[config.mk]
export PLATFORM = sky130hd
export DESIGN_NAME = branch_cmp_seq
export DESIGN_NICKNAME = d
export VERILOG_FILES = /design/src/rtl/branch_cmp_seq.sv
export SDC_FILE = /design/constraint.sdc
export NUM_CORES = 1
export LEC_CHECK = 0
export CORE_UTILIZATION = 55
export DETAILED_ROUTE_END_ITERATION = 10
export PLACE_DENSITY = 0.87
export SYNTH_ARGS = -nofsm -noshare
export SYNTH_HDL_FRONTEND = slang
export SYNTH_SLANG_ARGS = --single-unit
[constraint.sdc]
create_clock -name clk -period 6.92 [get_ports clk]
set_input_delay 1.038 -clock clk [delete_from_list [all_inputs] [get_ports clk]]
set_output_delay 1.038 -clock clk [all_outputs]
set_load 0.005 [all_outputs]
[src/rtl/branch_cmp_seq.sv]
// branch_cmp_seq: multi-cycle MSB-first branch comparator/resolver for RV32I-style branches.
// Optional early exit on the first differing chunk when BRCMP_EARLY_EXIT_EN is defined.
module branch_cmp_seq #(
  parameter int XLEN  = 32,
  parameter int CHUNK = 8
) (
  input  logic            clk,
  input  logic            rst_n,
  input  logic            in_valid,
  output logic            in_ready,
  input  logic [XLEN-1:0] a,
  input  logic [XLEN-1:0] b,
  input  logic [2:0]      funct3,
  output logic            out_valid,
  input  logic            out_ready,
  output logic            eq,
  output logic            lt,
  output logic            taken,
  output logic            illegal
);
  localparam int N  = XLEN / CHUNK;
  localparam int IW = N > 1 ? $clog2(N) : 1;
`ifdef BRCMP_EARLY_EXIT_EN
  localparam logic EARLY = 1'b1;
`else
  localparam logic EARLY = 1'b0;
`endif
  typedef enum logic [1:0] {IDLE, CMP, DONE} state_t;
  state_t          r_state, w_next;
  logic [XLEN-1:0] r_a, r_b, w_flip;
  logic [2:0]      r_f3;
  logic [IW-1:0]   r_idx;
  logic            r_dec, r_lt;
  logic [CHUNK-1:0] w_ca, w_cb;
  logic            w_diff, w_dec, w_lt, w_last, w_eq, w_ill, w_taken;
  // Signed compare becomes unsigned once both sign bits are inverted.
  assign w_flip  = {~funct3[1], {(XLEN-1){1'b0}}};
  assign w_ca    = r_a[int'(r_idx)*CHUNK +: CHUNK];
  assign w_cb    = r_b[int'(r_idx)*CHUNK +: CHUNK];
  assign w_diff  = w_ca != w_cb;
  assign w_dec   = r_dec | w_diff;
  assign w_lt    = r_dec ? r_lt : (w_diff & (w_ca < w_cb));
  assign w_last  = (r_idx == '0) | (EARLY & w_diff);
  assign w_eq    = ~w_dec;
  assign w_ill   = r_f3[2:1] == 2'b01;
  assign w_taken = w_ill ? 1'b0 : r_f3[2] ? (r_f3[0] ^ w_lt) : (r_f3[0] ^ w_eq);
  assign in_ready = r_state == IDLE;
  always_comb begin
    w_next = r_state;
    w_next = r_state == IDLE ? (in_valid ? CMP : IDLE) :
             r_state == CMP  ? (w_last ? DONE : CMP) :
                               (out_ready ? IDLE : DONE);
  end
  always_ff @(posedge clk) begin
    if (!rst_n) r_state <= IDLE;
    else        r_state <= w_next;
  end
  always_ff @(posedge clk) begin
    if (!rst_n) begin
      r_a       <= '0;
      r_b       <= '0;
      r_f3      <= '0;
      r_idx     <= '0;
      r_dec     <= 1'b0;
      r_lt      <= 1'b0;
      out_valid <= 1'b0;
      eq        <= 1'b0;
      lt        <= 1'b0;
      taken     <= 1'b0;
      illegal   <= 1'b0;
    end else begin
      if (r_state == IDLE && in_valid) begin
        r_a   <= a ^ w_flip;
        r_b   <= b ^ w_flip;
        r_f3  <= funct3;
        r_idx <= IW'(N - 1);
        r_dec <= 1'b0;
        r_lt  <= 1'b0;
      end
      if (r_state == CMP) begin
        r_idx <= r_idx - 1'b1;
        r_dec <= w_dec;
        r_lt  <= w_lt;
        if (w_last) begin
          out_valid <= 1'b1;
          eq        <= w_eq;
          lt        <= w_lt;
          taken     <= w_taken;
          illegal   <= w_ill;
        end
      end
      if (r_state == DONE && out_ready) out_valid <= 1'b0;
    end
  end
endmodule
==> results.sh, run 1 <==
export IMPL_placementRows=29
export IMPL_synth_xor_area_frac=0.00478
export IMPL_worstPathRequired_ns=7.16
export IMPL_htree_levels=3
export IMPL_vias_per_cell=5.39
export IMPL_wl_um=7810
export IMPL_core_area_sq_um=6390
export IMPL_dieArea_sq_um=6990
export IMPL_drv_cap=0
export IMPL_stdcell_count=554
export IMPL_slew_violations=0
export IMPL_antenna_found_initial=0
export IMPL_max_freq_mhz=320
export IMPL_tightest_slew_ns=1.17
export IMPL_drt_first_iter_violations=166
export IMPL_cts_sinks=78
export IMPL_crit_type="flop to flop"
export IMPL_relSlewSlack=0.220
export IMPL_place_area_sq_um=4370
export IMPL_synth_simple_gate_area_frac=0.193
export IMPL_crit_path_start_kind="flop"
export IMPL_cts_resized=0
export IMPL_min_period_ns=3.12
export IMPL_yosysWarnings=0
export IMPL_clk_pin_slew_ns=0.08
export IMPL_skew_ns=0.00699
export IMPL_final_setup_tns_ns=0
export IMPL_final_setup_worst_slack_ns=3.80
export IMPL_grt_pass1_vias=3005
export IMPL_cp_arrival_ns=3.36
export IMPL_num_vias=2985
export IMPL_syn_nets=494
export IMPL_die_y_um=83.6
export IMPL_layout_commonest_cell="nand2_1"
export IMPL_final_util=0.720
export IMPL_nets=552
export IMPL_synth_fa_ha_area_frac=0.0307
export IMPL_synth_top_family_by_area="simple AND/OR/NAND/NOR gates"
export IMPL_wl_per_cell_um=14.1
export IMPL_portBuffers=76
export IMPL_ant_nets=0
export IMPL_dp_cells=538
export IMPL_grt_usage=0.234
export IMPL_finalInstanceArea_sq_um=4600
export IMPL_initial_core_util=0.574
export IMPL_cts_max_path_buffers=2
export IMPL_hpwl_um=5470
export IMPL_num_io_pins=77
export IMPL_final_cell_mix="nand2_1 (146), dfxtp_1 (78), clkdlybuf4s50_1 (75)"
export IMPL_cts_tree="built"
export IMPL_die_w_um=83.6
export IMPL_grt_ovfl_total=0
export IMPL_globalplace_congestion=0.838
export IMPL_synth_area_per_cell_sq_um=8.85
export IMPL_holdWs_ns=0.457
export IMPL_p_per_area_nw_per_um2=244
export IMPL_clk_latency_ns=0.35
export IMPL_hold_buffers=0
export IMPL_netlist_area_sq_um=3660
export IMPL_grt_max_degree=80
export IMPL_crit_path_max_fanout=19
export IMPL_rsz0062_at_grt="no"
export IMPL_status="finished clean"
export IMPL_grt_pass1_wl_um=13200
export IMPL_cts_root_buffer="clkbuf_8"
export IMPL_synth_compound_area_share=0.188
export IMPL_areaGrowthSynthToFinish_pct=25.5
export IMPL_end_kind="flop"
export IMPL_finalCritPeriodShare=0.451
export IMPL_synthMuxAreaShare=0.0984
export IMPL_synth_seq_cells=78
export IMPL_drive_gt1_frac=0.0839
export IMPL_setup_violations=0
export IMPL_pre_cts_slack_ns=3.78
export IMPL_ff2ff_setup_slack_ns=3.80
export IMPL_hold_path_class="flop to flop"
export IMPL_firstDrtPassIters=4
export IMPL_leakagePower_nw=1.72
export IMPL_cts_setup_buffers=0
export IMPL_ys_seq_area_frac=0.426
export IMPL_antenna_cells=0
export IMPL_syn_inst=414
export IMPL_power_mw=1.12
export IMPL_ir_drop_mv=0.151
export IMPL_nFillCells=494
export IMPL_drt_drc_violations_left=0
export IMPL_synth_distinct_cells=35
export IMPL_cts_buffers=9
export IMPL_hold_viol=0
## flip-flops by register name, summed over array words and instances, names as in the netlist, 2 cells and up
name	flops
r_a	32
r_b	32
r_f3	3
r_idx	2
r_state	2
## final cells by class
type,count,area [sq um],share of cell area
Clock buffer,13,169,0.0367
Clock inverter,3,65.1,0.0141
Inverter,14,52.6,0.0114
Multi-Input combinational cell,292,1890,0.411
Sequential cell,78,1560,0.340
Tap cell,77,96.3,0.0209
Timing Repair Buffer,77,763,0.166
## power by group
part / total (mW) / switching (mW) / internal [mW]
logic: 0.213 / 0.101 / 0.112
registers: 0.515 / 0.0329 / 0.482
clock network: 0.396 / 0.163 / 0.233
total: 1.12 / 0.297 / 0.827
## cell families (layout without fill, tap and decap cells)
family / Yosys count / count (layout)
mux: 16 / 16
xor+xnor: 2 / 2
buf+inv: 44 / 107
fa+ha+maj: 9 / 9
flops: 78 / 78
compound gates: 93 / 93
simple gates: 172 / 172
## synth_stat cells (all sizes together)
library cell / n / area share
o211a: 2 / 0.0055
nor3: 1 / 0.0014
xnor2: 2 / 0.0048
nor3b: 2 / 0.0041
nor2b: 2 / 0.0034
buf: 23 / 0.037
a21oi: 4 / 0.0055
mux4: 16 / 0.098
o211ai: 1 / 0.0020
nand3: 3 / 0.0041
dfxtp: 78 / 0.43
o31a: 1 / 0.0027
inv: 14 / 0.014
ha: 9 / 0.031
clkbuf: 7 / 0.0072
a211oi: 2 / 0.0055
nor4: 2 / 0.0034
o31ai: 1 / 0.0034
a2111o: 1 / 0.0031
and2: 2 / 0.0034
o21ai: 8 / 0.011
or2: 1 / 0.0017
nand2b: 4 / 0.011
a31oi: 1 / 0.0017
nand2: 146 / 0.15
a21boi: 72 / 0.15
nand4: 2 / 0.0034
nor2: 7 / 0.0079
## worst max-delay path, stage by stage, from the launching register on
cell and delay (ns):
dfxtp_1 0.97, mux4_2 0.60, inv_1 0.07, ha_1 0.23
nand2b_4 0.14, a2111o_1 0.45, a211oi_2 0.29, o31a_2 0.19
o31ai_2 0.06
## layer usage
layer  vias up  GRT usage  routed length, um
met5         -          0                  0
met4         0      0.117                205
met3        16     0.0317                245
met2        64      0.423               4000
met1      1403      0.271               3350
li1       1502          -                  -
## path summary, 6_finish.rpt
path	start	to	cells after the start
setup / recovery	r_idx[0]$_SDFFE_PN0P_	taken$_SDFFE_PN0P_	8
hold / removal	r_a[18]$_SDFFE_PN0P_	r_a[18]$_SDFFE_PN0P_	2
setup reg to reg	r_idx[0]$_SDFFE_PN0P_	taken$_SDFFE_PN0P_	8
hold reg to reg	r_a[18]$_SDFFE_PN0P_	r_a[18]$_SDFFE_PN0P_	2
Note: power is estimated with default switching activity, not from simulation.
==> run 2: changes to the inputs <==
--- a/config.mk
+++ b/config.mk
@@ -5,9 +5,9 @@
 export SDC_FILE = /design/constraint.sdc
 export NUM_CORES = 1
 export LEC_CHECK = 0
-export CORE_UTILIZATION = 55
+export CORE_UTILIZATION = 46
 export DETAILED_ROUTE_END_ITERATION = 10
-export PLACE_DENSITY = 0.87
+export PLACE_DENSITY = 0.78
 export SYNTH_ARGS = -nofsm -noshare
 export SYNTH_HDL_FRONTEND = slang
 export SYNTH_SLANG_ARGS = --single-unit
==> constraint.sdc (replaced) <==
create_clock -name clk -period 2.7 [get_ports clk]
set_input_delay 0.405 -clock clk [delete_from_list [all_inputs] [get_ports clk]]
set_output_delay 0.405 -clock clk [all_outputs]
set_load 0.005 [all_outputs]
==> run 2 against run 1 <==
Via count is 2.2% higher. Clock-buffer cell count decreased by 3. Die area up 19%. Maximum frequency up 25%. Largest cell class unchanged. Highest routed layer unchanged. Setup slack worse by 3.6 ns. Flip-flop and latch count is the same. First-iteration DRC count shrank 30%. Routed wire length is 2.0% higher. Global-route usage is 3.7 points lower. Combinational power grew to 2.8 times the previous value. Sequential share of layout area decreased by 0.99 points.
==> results.sh, run 2 (synthesis gave the netlist of run 1 again) <==
export IMPL_relSlewSlack=0.734
export IMPL_worstPathCellList="buf_4 > mux4_2 > inv_1 > ha_1 > a2111o_1 > a211oi_2 > o31a_2 > o31ai_2"
export IMPL_worstPathRequired_ns=2.93
export IMPL_cts_tree="built"
export IMPL_grt_usage=0.197
export IMPL_grt_ovfl_total=0
export IMPL_finalCritPeriodShare=0.925
export IMPL_drive_gt1_frac=0.109
export IMPL_min_period_ns=2.50
export IMPL_dp_cells=573
export IMPL_skew_ns=0.00944
export IMPL_crit_slowest_cell="mux4_2"
export IMPL_layout_commonest_cell="nand2_1"
export IMPL_internal_power_mw=2.25
export IMPL_switching_power_mw=0.766
export IMPL_nets=562
export IMPL_die_w_um=91.2
export IMPL_grt_pass1_wl_um=12900
export IMPL_final_setup_tns_ns=0
export IMPL_cts_max_path_buffers=2
export IMPL_rsz0062_at_grt="no"
export IMPL_cts_root_buffer="clkbuf_8"
export IMPL_initial_core_util=0.474
export IMPL_cp_arrival_ns=2.73
export IMPL_drv_cap=0
export IMPL_finalInstanceArea_sq_um=4740
export IMPL_stdcell_count=589
export IMPL_firstDrtPassIters=4
export IMPL_hold_buffers=0
export IMPL_drt_first_iter_violations=117
export IMPL_antenna_found_initial=0
export IMPL_core_area_sq_um=7730
export IMPL_seqPwrFrac=0.431
export IMPL_ir_drop_mv=0.387
export IMPL_clk_pin_slew_ns=0.07
export IMPL_cts_sinks=78
export IMPL_drt_drc_violations_left=0
export IMPL_wl_um=7960
export IMPL_tightest_slew_ns=0.395
export IMPL_wl_per_cell_um=13.5
export IMPL_max_stage_delay_ns=0.50
export IMPL_globalplace_congestion=0.797
export IMPL_grt_pass1_vias=2872
export IMPL_clk_latency_ns=0.35
export IMPL_cts_buffers=9
export IMPL_placementRows=32
export IMPL_end_kind="flop"
export IMPL_hold_viol=0
export IMPL_leakagePower_nw=1.78
export IMPL_comb_power_share=0.199
export IMPL_cts_setup_buffers=0
export IMPL_portBuffers=76
export IMPL_hpwl_um=5940
export IMPL_num_io_pins=77
export IMPL_place_area_sq_um=4470
export IMPL_die_y_um=91.2
export IMPL_status="finished clean"
export IMPL_htree_levels=3
export IMPL_antenna_cells=0
export IMPL_ant_nets=0
export IMPL_crit_type="flop to flop"
export IMPL_cts_resized=0
export IMPL_power_frac_clock=0.371
export IMPL_vias_per_cell=5.18
export IMPL_crit_path_start_kind="flop"
export IMPL_setup_violations=0
export IMPL_num_vias=3051
export IMPL_p_sw_frac=0.254
export IMPL_crit_path_max_fanout=7
export IMPL_areaGrowthSynthToFinish_pct=29.5
export IMPL_dieArea_sq_um=8320
export IMPL_slew_violations=0
export IMPL_final_cell_mix="nand2_1 (146), dfxtp_1 (76), clkdlybuf4s50_1 (75)"
export IMPL_hold_path_class="flop to flop"
export IMPL_p_per_area_nw_per_um2=636
export IMPL_top_regs="r_a (32), r_b (32), r_f3 (3)"
export IMPL_grt_max_degree=39
export IMPL_nFillCells=653
export IMPL_max_freq_mhz=400
==> run 2: final timing paths <==
kind                         startpoint                   end  slack (ns)  cells past startpoint
setup / recovery  r_idx[1]$_SDFFE_PN0P_    taken$_SDFFE_PN0P_        0.20                      8
hold / removal     r_b[31]$_SDFFE_PN0P_  r_b[31]$_SDFFE_PN0P_        0.45                      2
setup reg to reg  r_idx[1]$_SDFFE_PN0P_    taken$_SDFFE_PN0P_        0.20                      8
hold reg to reg    r_b[31]$_SDFFE_PN0P_  r_b[31]$_SDFFE_PN0P_        0.45                      2
==> run 2: final cells by class <==
cell class                      instances  area, sq um  area share
Inverter                               14         52.6      0.0111
Tap cell                              102          128      0.0269
Multi-Input combinational cell        292         1900       0.400
Timing Repair Buffer                   87          842       0.177
Clock inverter                          6          134      0.0282
Sequential cell                        78         1560       0.330
Clock buffer                           10          128      0.0269
==> run 2: power by group through the flow <==
| stage | Clock [mW] | Sequential, mW | Combinational, mW |
|---|---|---|---|
| finish | 1.12 | 1.30 | 0.599 |
| global route | 1.18 | 1.31 | 0.661 |
| CTS | 1.13 | 1.30 | 0.592 |
| detailed placement | 0 | 1.32 | 0.585 |
| global placement | 0 | 1.32 | 0.562 |
| floorplan | 0 | 1.29 | 0.402 |
==> run 2: worst max-delay path, delay by kind of cell, from the launching register on <==
family	cells	cell delay, ns
compound gates	4	0.99
fa+ha+maj	1	0.25
buf+inv	2	0.26
flops	1	0.38
mux	1	0.50
==> run 2: through the flow <==
step                hold slack (ns)  setup WS, ns   util  power [mW]
floorplan                     0.428         0.109      -        1.69
global placement              0.439         0.230  0.579        1.88
detailed placement            0.445        0.0914  0.579        1.91
CTS                           0.455        0.0791  0.613        3.02
global route                  0.485        0.0668  0.614        3.15
finish                        0.454         0.201  0.614        3.02
==> run 2: per-layer routing <==
| layer | share of wire | GRT usage | vias up |
|---|---|---|---|
| met4 | 0.013 | 0.0503 | 0 |
| met1 | 0.42 | 0.221 | 1446 |
| met3 | 0.038 | 0.0544 | 10 |
| met5 | 0 | 0 | - |
| li1 | - | - | 1523 |
| met2 | 0.53 | 0.365 | 72 |
==> run 3: changes to the inputs <==
==> constraint.sdc (replaced) <==
create_clock -name clk -period 2.7 [get_ports clk]
set_input_delay 0.27 -clock clk [delete_from_list [all_inputs] [get_ports clk]]
set_output_delay 0.27 -clock clk [all_outputs]
set_load 0.005 [all_outputs]
==> run 3 against run 2 <==
Setup slack worse by 0.034 ns. Total power down 4.2%. Utilization down 0.44 points. Global-route usage up 0.78 points. Hold slack worse by 0.092 ns. Maximum frequency down 1.3%. Critical path type unchanged. Clock power down 11%. Die area unchanged. Flip-flop and latch count unchanged. Cell count unchanged. Via count down 0.49%. Largest cell class unchanged.
==> results.sh, run 3 (synthesis gave the netlist of run 1 again) <==
export IMPL_status="finished clean"
export IMPL_end_kind="flop"
export IMPL_power_mw=2.89
export IMPL_final_util=0.610
export IMPL_top_regs="r_a (32), r_b (32), r_f3 (3)"
export IMPL_areaGrowthSynthToFinish_pct=28.6
export IMPL_cts_max_path_buffers=2
export IMPL_drive_gt1_frac=0.105
export IMPL_rsz0062_at_grt="no"
export IMPL_grt_ovfl_total=0
export IMPL_finalCritPeriodShare=0.938
export IMPL_cts_sinks=78
export IMPL_num_io_pins=77
export IMPL_initial_core_util=0.474
export IMPL_antenna_found_initial=0
export IMPL_cpLargestDelayFamily="compound AO/OA/AOI/OAI gates"
export IMPL_wl_um=7990
export IMPL_crit_path_max_fanout=11
export IMPL_num_vias=3036
export IMPL_final_setup_worst_slack_ns=0.167
export IMPL_crit_path_start_kind="flop"
export IMPL_grt_max_degree=39
export IMPL_grt_usage=0.205
export IMPL_htree_levels=3
export IMPL_crit_type="flop to flop"
export IMPL_globalplace_congestion=0.778
export IMPL_worstPathRequired_ns=2.97
export IMPL_max_freq_mhz=395
export IMPL_drt_drc_violations_left=0
export IMPL_worst_path_buf_inv=1
export IMPL_hpwl_um=5910
export IMPL_tightest_slew_ns=0.410
export IMPL_dieArea_sq_um=8320
export IMPL_pre_cts_slack_ns=0.106
export IMPL_setup_violations=0
export IMPL_die_y_um=91.2
export IMPL_drt_first_iter_violations=149
export IMPL_p_per_area_nw_per_um2=614
export IMPL_cts_tree="built"
export IMPL_core_area_sq_um=7730
export IMPL_cts_setup_buffers=0
export IMPL_placementRows=32
export IMPL_leakagePower_nw=1.77
export IMPL_die_w_um=91.2
export IMPL_crit_slowest_cell="mux4_2"
export IMPL_grt_pass1_vias=3031
export IMPL_min_period_ns=2.53
export IMPL_skew_ns=0.00528
export IMPL_slew_violations=0
export IMPL_final_setup_tns_ns=0
export IMPL_hold_buffers=0
export IMPL_hold_path_class="primary input to flop"
export IMPL_wl_per_cell_um=13.6
export IMPL_ir_drop_mv=0.389
export IMPL_max_stage_delay_ns=0.52
export IMPL_final_cell_mix="nand2_1 (146), dfxtp_1 (78), clkdlybuf4s50_1 (75)"
export IMPL_hold_viol=0
export IMPL_layout_commonest_cell="nand2_1"
export IMPL_grt_pass1_wl_um=13300
export IMPL_cts_root_buffer="clkbuf_8"
export IMPL_clk_latency_ns=0.35
export IMPL_cts_resized=0
export IMPL_nets=562
export IMPL_ant_nets=0
export IMPL_worstPathCellList="buf_4 > mux4_2 > ha_1 > nand4_1 > o211ai_1 > nand2_1 > o31a_2 > o31ai_2"
export IMPL_cts_buffers=9
export IMPL_clk_pin_slew_ns=0.08
export IMPL_firstDrtPassIters=4
export IMPL_portBuffers=76
export IMPL_vias_per_cell=5.15
export IMPL_drv_cap=0
export IMPL_antenna_cells=0
export IMPL_relSlewSlack=0.724
export IMPL_cp_arrival_ns=2.80
==> run 3: cell count changes in the layout (fill, tap and decap cells not counted), sizes merged <==
cell	delta
clkbuf	+3
bufinv	-2
clkinv	-1
==> run 3: worst paths after layout <==
| path | cells past startpoint | endpoint | from | slack [ns] |
|---|---|---|---|---|
| max | 8 | taken$_SDFFE_PN0P_ | r_idx[0]$_SDFFE_PN0P_ | 0.17 |
| min | 2 | r_idx[1]$_SDFFE_PN0P_ | rst_n | 0.36 |
| max reg2reg | 8 | taken$_SDFFE_PN0P_ | r_idx[0]$_SDFFE_PN0P_ | 0.17 |
| min reg2reg | 2 | r_b[31]$_SDFFE_PN0P_ | r_b[31]$_SDFFE_PN0P_ | 0.45 |
==> run 3: per-layer routing <==
| metal | vias to the layer above | share of wire | track usage |
|---|---|---|---|
| met4 | 0 | 0.028 | 0.112 |
| met5 | - | 0 | 0 |
| li1 | 1522 | - | - |
| met1 | 1418 | 0.40 | 0.222 |
| met2 | 75 | 0.52 | 0.368 |
| met3 | 21 | 0.048 | 0.0461 |
==> run 3: where the power goes <==
part           total, mW  internal, mW  switching (mW)  leakage [nW]
clock network       1.00         0.596           0.409         0.120
registers           1.30          1.24          0.0623         0.640
logic              0.588         0.306           0.282          1.01
==> run 3: final cells by class <==
| cell class | instances | area, sq um |
|---|---|---|
| multi-input combinational | 292 | 1900 |
| clock inverter | 3 | 65.1 |
| inverter | 14 | 52.6 |
| tap | 102 | 128 |
| fill | 648 | 3020 |
| timing repair buffer | 87 | 838 |
| sequential | 78 | 1560 |
| clock buffer | 13 | 169 |
==> run 3: worst register-to-register path: cells and delay by family, from the launching register on <==
| family | cells | cell delay [ns] |
|---|---|---|
| compound gates | 3 | 0.65 |
| fa+ha+maj | 1 | 0.34 |
| buf+inv | 1 | 0.24 |
| flops | 1 | 0.42 |
| mux | 1 | 0.52 |
| simple gates | 2 | 0.28 |
==> run 3: stage by stage <==
stage | cell area (sq um) | cells | hold slack (ns)
2_1_floorplan | 3660 | 414 | 0.405
3_3_place_gp | 4470 | 573 | 0.439
3_5_place_dp | 4470 | 573 | 0.443
4_1_cts | 4710 | 589 | 0.355
5_1_grt | 4710 | 589 | 0.380
6_report | 4710 | 589 | 0.362
